$ cat src/rtl/cntr_pkg.sv
// Shared types and defaults for the run-controlled bounded up-counter.
package cntr_pkg;

  localparam int WIDTH_DEF = 4;
  localparam int REP_W_DEF = 4;
  localparam int LO_DEF    = 0;
  localparam int HI_DEF    = 10;

  typedef enum logic [1:0] {
    IDLE  = 2'd0,
    RUN   = 2'd1,
    PAUSE = 2'd2,
    DONE  = 2'd3
  } state_t;

endpackage

$ cat src/rtl/cntr_core.sv
// Loadable up-counter that flags when it sits on the programmed upper bound.
import cntr_pkg::*;

module cntr_core #(
  parameter int WIDTH = WIDTH_DEF
) (
  input  logic             clk,
  input  logic             reset,
  input  logic             load,
  input  logic             en,
  input  logic [WIDTH-1:0] load_val,
  input  logic [WIDTH-1:0] hi,
  output logic [WIDTH-1:0] data,
  output logic             at_hi
);

  always_ff @(posedge clk) begin
    if (!reset) begin
      data <= '0;
    end else if (load) begin
      data <= load_val;
    end else if (en) begin
      data <= data + WIDTH'(1);
    end
  end

  // Equality against the bound means hi = all-ones never needs an overflow path.
  assign at_hi = (data == hi);

endmodule

$ cat src/rtl/cntr_run_ctrl.sv
// Run controller: sequences cntr_core through [lo..hi] for reps passes,
// with pause/abort, and reports wrap/done/err as one-cycle registered pulses.
//
// Handshake: start is a single-cycle request honoured only in IDLE; there is
// no ready/ack, acceptance is visible as busy rising, rejection as err.
import cntr_pkg::*;

module cntr_run_ctrl #(
  parameter int WIDTH = WIDTH_DEF,
  parameter int REP_W = REP_W_DEF
) (
  input  logic             clk,
  input  logic             reset,
  input  logic             start,
  input  logic             pause,
  input  logic             abort,
  input  logic [WIDTH-1:0] lo,
  input  logic [WIDTH-1:0] hi,
  input  logic [REP_W-1:0] reps,
  output logic [WIDTH-1:0] data,
  output logic             busy,
  output logic             wrap,
  output logic [REP_W-1:0] rep_cnt,
  output logic             done,
  output logic             err,
  output logic [1:0]       dbg_state
);

  state_t state, state_nx;

  logic [WIDTH-1:0] lo_l, hi_l;
  logic [REP_W-1:0] reps_l;

  logic             cfg_ok;
  logic             accept, reject, kill, counting, wrap_ev, last_pass;
  logic             core_load, core_en, at_hi;
  logic [WIDTH-1:0] load_val;
  logic [REP_W-1:0] rep_nx;
  logic             busy_nx, wrap_nx, done_nx, err_nx;

  assign cfg_ok    = (lo <= hi) && (reps != '0);
  // rep_cnt < reps_l during a run, so the increment cannot overflow REP_W.
  assign last_pass = ((rep_cnt + REP_W'(1)) == reps_l);
  assign dbg_state = state;

  cntr_core #(.WIDTH(WIDTH)) u_core (
    .clk      (clk),
    .reset    (reset),
    .load     (core_load),
    .en       (core_en),
    .load_val (load_val),
    .hi       (hi_l),
    .data     (data),
    .at_hi    (at_hi)
  );

  // State register
  always_ff @(posedge clk) begin
    if (!reset) begin
      state <= IDLE;
    end else begin
      state <= state_nx;
    end
  end

  // Next-state logic: abort beats pause beats counting
  always_comb begin
    state_nx = state;
    case (state)
      IDLE: begin
        if (start && cfg_ok) state_nx = RUN;
      end
      RUN: begin
        if (abort)                    state_nx = IDLE;
        else if (pause)               state_nx = PAUSE;
        else if (at_hi && last_pass)  state_nx = DONE;
      end
      PAUSE: begin
        if (abort)       state_nx = IDLE;
        else if (!pause) state_nx = RUN;
      end
      DONE: state_nx = IDLE;
      default: state_nx = IDLE;
    endcase
  end

  // Output/datapath control, evaluated for the upcoming edge
  always_comb begin
    accept    = (state == IDLE) && start && cfg_ok;
    reject    = (state == IDLE) && start && !cfg_ok;
    kill      = ((state == RUN) || (state == PAUSE)) && abort;
    counting  = (state == RUN) && !abort && !pause;
    wrap_ev   = counting && at_hi;
    core_en   = counting && !at_hi;
    // The final wrap leaves data parked on hi, so only non-final wraps reload.
    core_load = accept || kill || (wrap_ev && !last_pass);

    if (accept)    load_val = lo;
    else if (kill) load_val = '0;
    else           load_val = lo_l;

    rep_nx = rep_cnt;
    if (accept || kill) rep_nx = '0;
    else if (wrap_ev)   rep_nx = rep_cnt + REP_W'(1);

    busy_nx = (state_nx == RUN) || (state_nx == PAUSE);
    wrap_nx = wrap_ev;
    done_nx = (state == DONE);
    err_nx  = reject;
  end

  always_ff @(posedge clk) begin
    if (!reset) begin
      lo_l    <= '0;
      hi_l    <= '0;
      reps_l  <= '0;
      rep_cnt <= '0;
      busy    <= 1'b0;
      wrap    <= 1'b0;
      done    <= 1'b0;
      err     <= 1'b0;
    end else begin
      if (accept) begin
        lo_l   <= lo;
        hi_l   <= hi;
        reps_l <= reps;
      end
      rep_cnt <= rep_nx;
      busy    <= busy_nx;
      wrap    <= wrap_nx;
      done    <= done_nx;
      err     <= err_nx;
    end
  end

endmodule

$ cat config.mk
export PLATFORM = sky130hd
export DESIGN_NAME = cntr_run_ctrl
export DESIGN_NICKNAME = d
export VERILOG_FILES = /design/src/rtl/cntr_pkg.sv /design/src/rtl/cntr_core.sv /design/src/rtl/cntr_run_ctrl.sv
export SDC_FILE = /design/constraint.sdc
export NUM_CORES = 1
export LEC_CHECK = 0
export CAP_MARGIN = 20
export CORE_ASPECT_RATIO = 1.2
export CORE_MARGIN = 2
export CORE_UTILIZATION = 42
export DETAILED_ROUTE_END_ITERATION = 10
export DONT_BUFFER_PORTS = 1
export PLACE_DENSITY_LB_ADDON = 0.08
export SYNTH_ARGS = -nofsm -noshare
export SYNTH_HDL_FRONTEND = slang
export SYNTH_SLANG_ARGS = --single-unit
export TNS_END_PERCENT = 10
$ cat constraint.sdc
create_clock -name clk -period 4.3 [get_ports clk]
set_input_delay 0.43 -clock clk [delete_from_list [all_inputs] [get_ports clk]]
set_output_delay 0.43 -clock clk [all_outputs]
set_load 0.1 [all_outputs]
==> results of run 1 <==
## worst paths after layout
kind / startpoint / end / slack [ns] / cells past startpoint
worst max-delay path: rep_cnt[3] / busy / 1.96 / 6
worst min-delay path: reset / done / 0.27 / 1
worst max register to register: rep_cnt[3] / busy / 1.96 / 6
worst min register to register: lo_l[0] / lo_l[0] / 0.46 / 2
## cell type report
cell class	instances	area [um^2]	share of cell area, %
inverter	9	33.8	2.06
multi-input combinational	140	918	55.9
clock buffer	4	55.1	3.35
sequential	26	520	31.7
tap	37	46.3	2.82
timing repair buffer	9	67.6	4.12
## sequential cells by signal (all words and copies together), names as in the netlist
name / cells
u_core.data: 4
err: 1
dbg_state: 2
hi_l: 4
done: 1
lo_l: 4
rep_cnt: 4
reps_l: 4
busy: 1
wrap: 1
## Yosys cell counts (all sizes together)
cell / n
a211o: 1
a21boi: 3
a21o: 1
a21oi: 19
a31oi: 3
a41oi: 1
and2: 4
and3: 3
and4: 1
and4b: 1
buf: 4
clkbuf: 1
dfxtp: 26
ha: 11
inv: 9
mux2i: 1
nand2: 26
nand2b: 3
nand3: 10
nand4: 3
nor2: 14
nor2b: 2
nor3: 2
nor4b: 1
o2111ai: 1
o211ai: 3
o21a: 1
o21ai: 6
o221ai: 1
o22ai: 1
o311ai: 1
or2b: 1
or4: 1
xnor2: 10
xor2: 3
xor3: 1
## cell families after synthesis
group                    Yosys count  share of synthesized area (%)
buffers and inverters             14                           4.25
flip-flops                        26                           34.6
AND/OR/NAND/NOR                   72                           24.4
AO/OA/AOI/OAI                     42                           17.7
multiplexers                       1                          0.666
adder cells (fa/ha/maj)           11                           9.16
XOR/XNOR                          14                           9.16
## power by group through the flow
stage / combinational, mW / clock, mW / sequential [mW]
2_1_floorplan: 0.184 / 0 / 0.406
3_3_place_gp: 0.316 / 0 / 0.323
3_5_place_dp: 0.321 / 0 / 0.324
4_1_cts: 0.322 / 0.166 / 0.318
5_1_grt: 0.355 / 0.176 / 0.321
6_report: 0.322 / 0.162 / 0.318
## cell usage in the layout (no fill, tap or decap), drive strengths merged
| master | instances |
|---|---|
| nand2 | 26 |
| dfxtp | 26 |
| a21oi | 19 |
| nor2 | 14 |
| ha | 11 |
| xnor2 | 10 |
| nand3 | 10 |
| inv | 9 |
| buf | 9 |
| o21ai | 6 |
| and2 | 4 |
| clkbuf | 4 |
| nand4 | 3 |
| nand2b | 3 |
| xor2 | 3 |
| a31oi | 3 |
| a21boi | 3 |
| o211ai | 3 |
| and3 | 3 |
| nor2b | 2 |
| nor3 | 2 |
| and4 | 1 |
| a21o | 1 |
| and4b | 1 |
| a211o | 1 |
| or4 | 1 |
| xor3 | 1 |
| o221ai | 1 |
| mux2i | 1 |
| or2b | 1 |
| o311ai | 1 |
| nor4b | 1 |
| a41oi | 1 |
| o21a | 1 |
| o2111ai | 1 |
| o22ai | 1 |
## per-layer routing
metal  vias up  track usage (%)  wire length, um
met5         -                0                0
met4         0             8.08               62
met3         5             3.73              181
met2        32             29.8             1690
met1       586             23.6             1510
li1        640                -                -
## stage by stage
stage	std cells	worst slack (ns)	power, mW	utilization, %
2_1_floorplan	180	1.80	0.590	-
6_report	225	1.96	0.802	48.3
4_1_cts	225	1.96	0.806	48.3
5_1_grt	225	1.81	0.852	48.3
3_5_place_dp	221	1.85	0.645	46.7
3_3_place_gp	221	1.95	0.640	46.7
==> results.json, run 1 <==
{
  "p_clk_share_pct": 20.3,
  "clock_sinks": 26,
  "grt_pass1_vias": 1255,
  "grt-ovfl-total": 0,
  "post-cts-setup-buffer-count": 0,
  "cts_hold_buf": 0,
  "clockBufferDepth": 2,
  "ys_warn_count": 0,
  "place.gp.congestion": 0.894,
  "maxCapViolCount": 0,
  "start_kind": "flip-flop",
  "hp-class": "primary input to flip-flop",
  "start_util_pct": 44.3,
  "clk_pin_slew_ns": 0.09,
  "finalSetupTns_ns": 0,
  "crit_chain": "xnor2_1, xnor2_1, and3_4, o211ai_2, xnor2_1, and2_1",
  "cts-buffers-inserted": 3,
  "worstPathMaxFanout": 4,
  "switching_share_pct": 43.9,
  "ant_nets": 0,
  "die_y_um": 69.5,
  "syn-cell-area_um2": 1500,
  "root_buffer": "clkbuf_8",
  "p_sw_mw": 0.352,
  "drtIter0Drc": 56,
  "stdcell_area_um2": 1640,
  "drc_errors": 2,
  "critPathBufInv": 0,
  "antenna_found_initial": 0,
  "rsz0062_at_grt": "false",
  "die_w_um": 58.6,
  "die_area_um2": 4070,
  "powerDensity_nw_per_um2": 489,
  "syn-instance-count": 180,
  "htreeDepth": 1,
  "slowest_stage": "dfxtp_1",
  "post-route-min-period_ns": 2.34,
  "grt_pass1_wl_um": 5870,
  "path_delay_family": "flip-flops",
  "ios": 31,
  "yosysUniqueCellTypes": 42,
  "intPower_mw": 0.450,
  "viasPerCell": 5.61,
  "syn-mean-instance-area_um2": 8.35,
  "synth_seq_cells": 26,
  "drive_gt1_share_pct": 10.1,
  "cts_resized": 0,
  "grt_use_total_pct": 18.6,
  "synth_seq_area_share_pct": 34.6,
  "num_vias": 1263,
  "fmax_mhz": 427,
  "violations": "DRC",
  "crit_top_cell": "xnor2_1",
  "status": "finished, violations left",
  "syn_to_final_growth_pct": 9.24,
  "num-nets-final": 217,
  "cp.required_ns": 4.48,
  "maxSlewViolCount": 0,
  "seqPwrFrac_pct": 39.6,
  "cpPeakStageDelay_ns": 1.01,
  "port_buffers": 0,
  "setup_violations": 0,
  "holdWs_ns": 0.269,
  "relSlewSlack_pct": 31.3,
  "insertion_delay_ns": 0.28,
  "power_leakage_nw": 0.664,
  "p_comb_share_pct": 40.1,
  "row_count": 23,
  "dp_hpwl_um": 2730,
  "min_period_over_period_pct": 54.5,
  "insertedDiodeCount": 0,
  "grt_start_max_net_pins": 17,
  "netlist.area_leader.share_pct": 34.6,
  "cts_tree": "done",
  "end_kind": "flip-flop",
  "hold_viol_final": 0,
  "placeableCoreArea_um2": 3400,
  "wl_per_cell_um": 15.3,
  "route.final.wire_length_um": 3450,
  "path_class": "flip-flop to flip-flop",
  "cp.arrival_ns": 2.52,
  "fillers": 340,
  "worst_pin_slew_ns": 1.03,
  "first_pass_iters": 8,
  "synthTopCellsByArea": "dfxtp_1 (35%), ha_1 (9.2%), nand2_1 (6.5%), xnor2_1 (5.8%), a21oi_1 (5.7%)",
  "vdd_drop_max_mv": 0.293,
  "synthDominantAreaCellType": "dfxtp_1",
  "synth_fp_nets": 208,
  "clock_skew_ns": 0.00331,
  "place_area_um2": 1590
}
Note: power is estimated with default switching activity, not from simulation.
==> run 2, diff against run 1 <==
==> constraint.sdc (replaced) <==
create_clock -name clk -period 2.29 [get_ports clk]
set_input_delay 0.229 -clock clk [delete_from_list [all_inputs] [get_ports clk]]
set_output_delay 0.229 -clock clk [all_outputs]
set_load 0.1 [all_outputs]
==> results.json, run 2 (synthesized netlist as in run 1, its figures left out) <==
{
  "port_buffers": 0,
  "clockBufferDepth": 2,
  "dp_hpwl_um": 2760,
  "fmax_mhz": 531,
  "start_util_pct": 44.3,
  "hold_viol_final": 0,
  "drive_gt1_share_pct": 15.9,
  "vdd_drop_max_mv": 0.540,
  "seq_area_um2": 527,
  "layout_common_cells": "nand2_1 (26), dfxtp_1 (21), a21oi_1 (17), buf_4 (17), nor2_1 (14)",
  "power_leakage_nw": 0.702,
  "multi_input_area_um2": 918,
  "dpl.cell_count": 229,
  "drtIter0Drc": 51,
  "final_common_cell": "nand2_1",
  "die_area_um2": 4070,
  "fillers": 354,
  "setup_violations": 0,
  "finalSetupTns_ns": 0,
  "wl_per_cell_um": 14.5,
  "hp-class": "primary input to flip-flop",
  "powerDensity_nw_per_um2": 871,
  "start_kind": "flip-flop",
  "maxSlewViolCount": 0,
  "status": "finished, violations left",
  "die_w_um": 58.6,
  "maxCapViolCount": 0,
  "insertion_delay_ns": 0.27,
  "htreeDepth": 1,
  "grt_pass1_vias": 1163,
  "path_class": "flip-flop to flip-flop",
  "layout.cells.non_filler": 232,
  "first_pass_iters": 7,
  "worstPathMaxFanout": 4,
  "syn_to_final_growth_pct": 12.7,
  "ant_nets": 0,
  "root_buffer": "clkbuf_8",
  "num-nets-final": 225,
  "viasPerCell": 5.47,
  "route.final.wire_length_um": 3370,
  "clock_sinks": 26,
  "cp.arrival_ns": 2.05,
  "rsz0062_at_grt": "false",
  "grt-ovfl-total": 0,
  "cts-buffers-inserted": 3,
  "row_count": 23,
  "fin_util_pct": 49.9,
  "die_y_um": 69.5,
  "cp.required_ns": 2.46,
  "clock_skew_ns": 0.00408,
  "end_kind": "flip-flop",
  "grt_use_total_pct": 17.2,
  "worst_pin_slew_ns": 0.510,
  "place.gp.congestion": 0.719,
  "cts_resized": 0,
  "grt_start_max_net_pins": 17,
  "relSlewSlack_pct": 65.6,
  "num_vias": 1269,
  "cts_hold_buf": 0,
  "insertedDiodeCount": 0,
  "clk_pin_slew_ns": 0.09,
  "antenna_found_initial": 0,
  "ios": 31,
  "cts_tree": "done",
  "grt_pass1_wl_um": 5480,
  "placeableCoreArea_um2": 3400,
  "violations": "DRC",
  "post-cts-setup-buffer-count": 0,
  "drc_errors": 2,
  "post-route-min-period_ns": 1.88,
  "min_period_over_period_pct": 82.2
}
## run 2: worst paths after layout
path         slack, ns       start              to  cells past startpoint
max reg2reg       0.41  rep_cnt[1]            busy                      7
min reg2reg       0.46     lo_l[3]         lo_l[3]                      2
min               0.08       reset  u_core.data[2]                      1
max               0.41  rep_cnt[1]            busy                      7
## run 2: layout make-up
cell class | count | area share (%)
sequential | 26 | 31.1
tap | 37 | 2.73
timing repair buffer | 17 | 7.53
clock buffer | 3 | 2.44
inverter | 9 | 1.99
multi-input combinational | 140 | 54.2
## run 2: through the flow
step	hold slack [ns]	instance area, um^2	worst slack (ns)	total power, mW
after global routing	0.0742	1690	0.252	1.57
after CTS	0.0715	1690	0.405	1.49
after detailed placement	0.354	1650	0.382	1.23
final	0.0752	1690	0.407	1.48
after floorplan	0.357	1510	0.0742	1.11
after global placement	0.354	1650	0.422	1.23
## run 2: worst max-delay path: stages (launching register included)
cell and delay (ns):
dfxtp_2 0.33, buf_4 0.29, nand3_1 0.17, xnor2_1 0.34, and3_4 0.27, o211ai_2 0.11, xnor2_1 0.13, and2_1 0.15
## run 2: report_power, final
| group | switching, mW | internal [mW] | leakage [nW] |
|---|---|---|---|
| Combinational | 0.477 | 0.209 | 0.466 |
| Clock | 0.135 | 0.118 | 0.0216 |
| Sequential | 0.0309 | 0.505 | 0.214 |
## run 2: per-layer routing
layer  global-route usage [%]  share of wire, %
met1                     22.0                44
met2                     28.7                50
met5                        0                 0
met4                     5.30              0.98
met3                     3.36               4.8
==> run 3, diff against run 2 <==
==> constraint.sdc (replaced) <==
create_clock -name clk -period 1.8 [get_ports clk]
set_input_delay 0.18 -clock clk [delete_from_list [all_inputs] [get_ports clk]]
set_output_delay 0.18 -clock clk [all_outputs]
set_load 0.1 [all_outputs]
==> results.json, run 3 (synthesized netlist as in run 1, its figures left out) <==
{
  "htreeDepth": 1,
  "cp.required_ns": 1.97,
  "seq_area_um2": 557,
  "end_kind": "flip-flop",
  "multi_input_area_um2": 971,
  "drive_gt1_share_pct": 26.2,
  "fin_util_pct": 54.3,
  "grt_pass1_vias": 1332,
  "route.final.wire_length_um": 3670,
  "holdWs_ns": 0.0127,
  "die_y_um": 69.5,
  "clock_skew_ns": 0.00306,
  "fmax_mhz": 579,
  "insertedDiodeCount": 0,
  "first_pass_iters": 7,
  "num_vias": 1328,
  "top_layer_used": "met4",
  "ios": 31,
  "drc_errors": 2,
  "post-cts-setup-buffer-count": 0,
  "finalSetupTns_ns": 0,
  "ant_nets": 0,
  "power_leakage_nw": 0.742,
  "dr_wl_met3_um": 151,
  "start_util_pct": 44.3,
  "slowest_stage": "dfxtp_4",
  "p_clk_share_pct": 18.8,
  "clockBufferDepth": 2,
  "port_buffers": 0,
  "maxCapViolCount": 0,
  "wl_per_cell_um": 15.4,
  "grt-ovfl-total": 0,
  "num-nets-final": 231,
  "cpPeakStageDelay_ns": 0.37,
  "seqPwrFrac_pct": 33.7,
  "row_count": 23,
  "layout_common_cells": "nand2_1 (25), buf_4 (22), a21oi_1 (17), dfxtp_1 (15), nor2_1 (14)",
  "die_w_um": 58.6,
  "antenna_found_initial": 0,
  "relSlewSlack_pct": 63.2,
  "hold_viol_final": 0,
  "rsz0062_at_grt": "true",
  "violations": "DRC",
  "root_buffer": "clkbuf_8",
  "powerDensity_nw_per_um2": 1100,
  "grt_start_max_net_pins": 17,
  "syn_to_final_growth_pct": 22.6,
  "grt_pass1_wl_um": 5950,
  "die_area_um2": 4070,
  "status": "finished, violations left",
  "clk_pin_slew_ns": 0.09,
  "start_kind": "flip-flop",
  "vdd_drop_max_mv": 0.668,
  "min_period_over_period_pct": 95.9,
  "met2WireLength_um": 1870,
  "maxSlewViolCount": 0,
  "worst_pin_slew_ns": 0.551,
  "cts_hold_buf": 0,
  "setup_violations": 0,
  "insertion_delay_ns": 0.27,
  "post-route-min-period_ns": 1.73,
  "p_comb_share_pct": 47.5,
  "fillers": 336,
  "clock_sinks": 26,
  "viasPerCell": 5.56,
  "hp-class": "primary input to flip-flop",
  "placeableCoreArea_um2": 3400,
  "dp_hpwl_um": 2870,
  "met1Wirelength_um": 1620,
  "cts_resized": 2,
  "cts-buffers-inserted": 3,
  "intPower_mw": 1.16,
  "final_common_cell": "nand2_1",
  "cp.arrival_ns": 1.90,
  "worstPathMaxFanout": 4,
  "switching_share_pct": 42.7,
  "crit_chain": "ha_4, xor2_2, nor3_4, and3_4, o211ai_2, xnor2_1, and2_1",
  "cts_tree": "done",
  "p_sw_mw": 0.867,
  "drtIter0Drc": 43,
  "path_class": "flip-flop to flip-flop",
  "place.gp.congestion": 0.756,
  "grt_use_total_pct": 18.7
}
run 3: cell count changes in the layout (fill, tap and decap cells not counted), moves of 2 or more:
cell / delta
dfxtp_4: +9
dfxtp_1: -6
buf_4: +5
dfxtp_2: -3
nor2b_1: -2
run 3: cell type report:
type	count	share of cell area, %
multi-input cells	140	52.7
flip-flops and latches	26	30.2
inverters	9	1.83
repair buffers	23	9.78
clock buffers	4	2.99
well taps	37	2.51
run 3: final timing paths:
path,to,from,slack [ns],cells after the start
min reg2reg,reps_l[2],reps_l[2],0.47,2
min,u_core.data[2],reset,0.01,1
max reg2reg,busy,rep_cnt[1],0.07,7
max,busy,rep_cnt[1],0.07,7
run 3: critical path: cells and delay by family, from the launching register on:
kind | cells | cell delay (ns)
simple gates | 3 | 0.62
xor+xnor | 2 | 0.29
fa+ha+maj | 1 | 0.25
compound gates | 1 | 0.10
flops | 1 | 0.37
run 3: layer usage:
metal	up-vias	track usage (%)
met1	631	24.1
met5	-	0
met4	0	6.06
li1	669	-
met2	24	30.8
met3	4	3.54
run 3: through the flow:
stage / setup slack [ns] / power [mW] / instance area [um^2] / cells
3_3_place_gp: 0.0317 / 1.63 / 1760 / 235
2_1_floorplan: -0.0202 / 1.43 / 1570 / 180
4_1_cts: 0.00744 / 2.02 / 1820 / 239
5_1_grt: -0.0681 / 2.15 / 1840 / 239
3_5_place_dp: -0.0713 / 1.64 / 1760 / 235
6_report: 0.0732 / 2.03 / 1840 / 239
run 3: power groups by stage:
stage / Sequential, mW / Combinational (mW) / Clock [mW]
floorplan: 0.979 / 0.448 / 0
global placement: 0.699 / 0.928 / 0
detailed placement: 0.699 / 0.941 / 0
CTS: 0.686 / 0.947 / 0.388
global route: 0.693 / 1.04 / 0.412
finish: 0.685 / 0.964 / 0.382
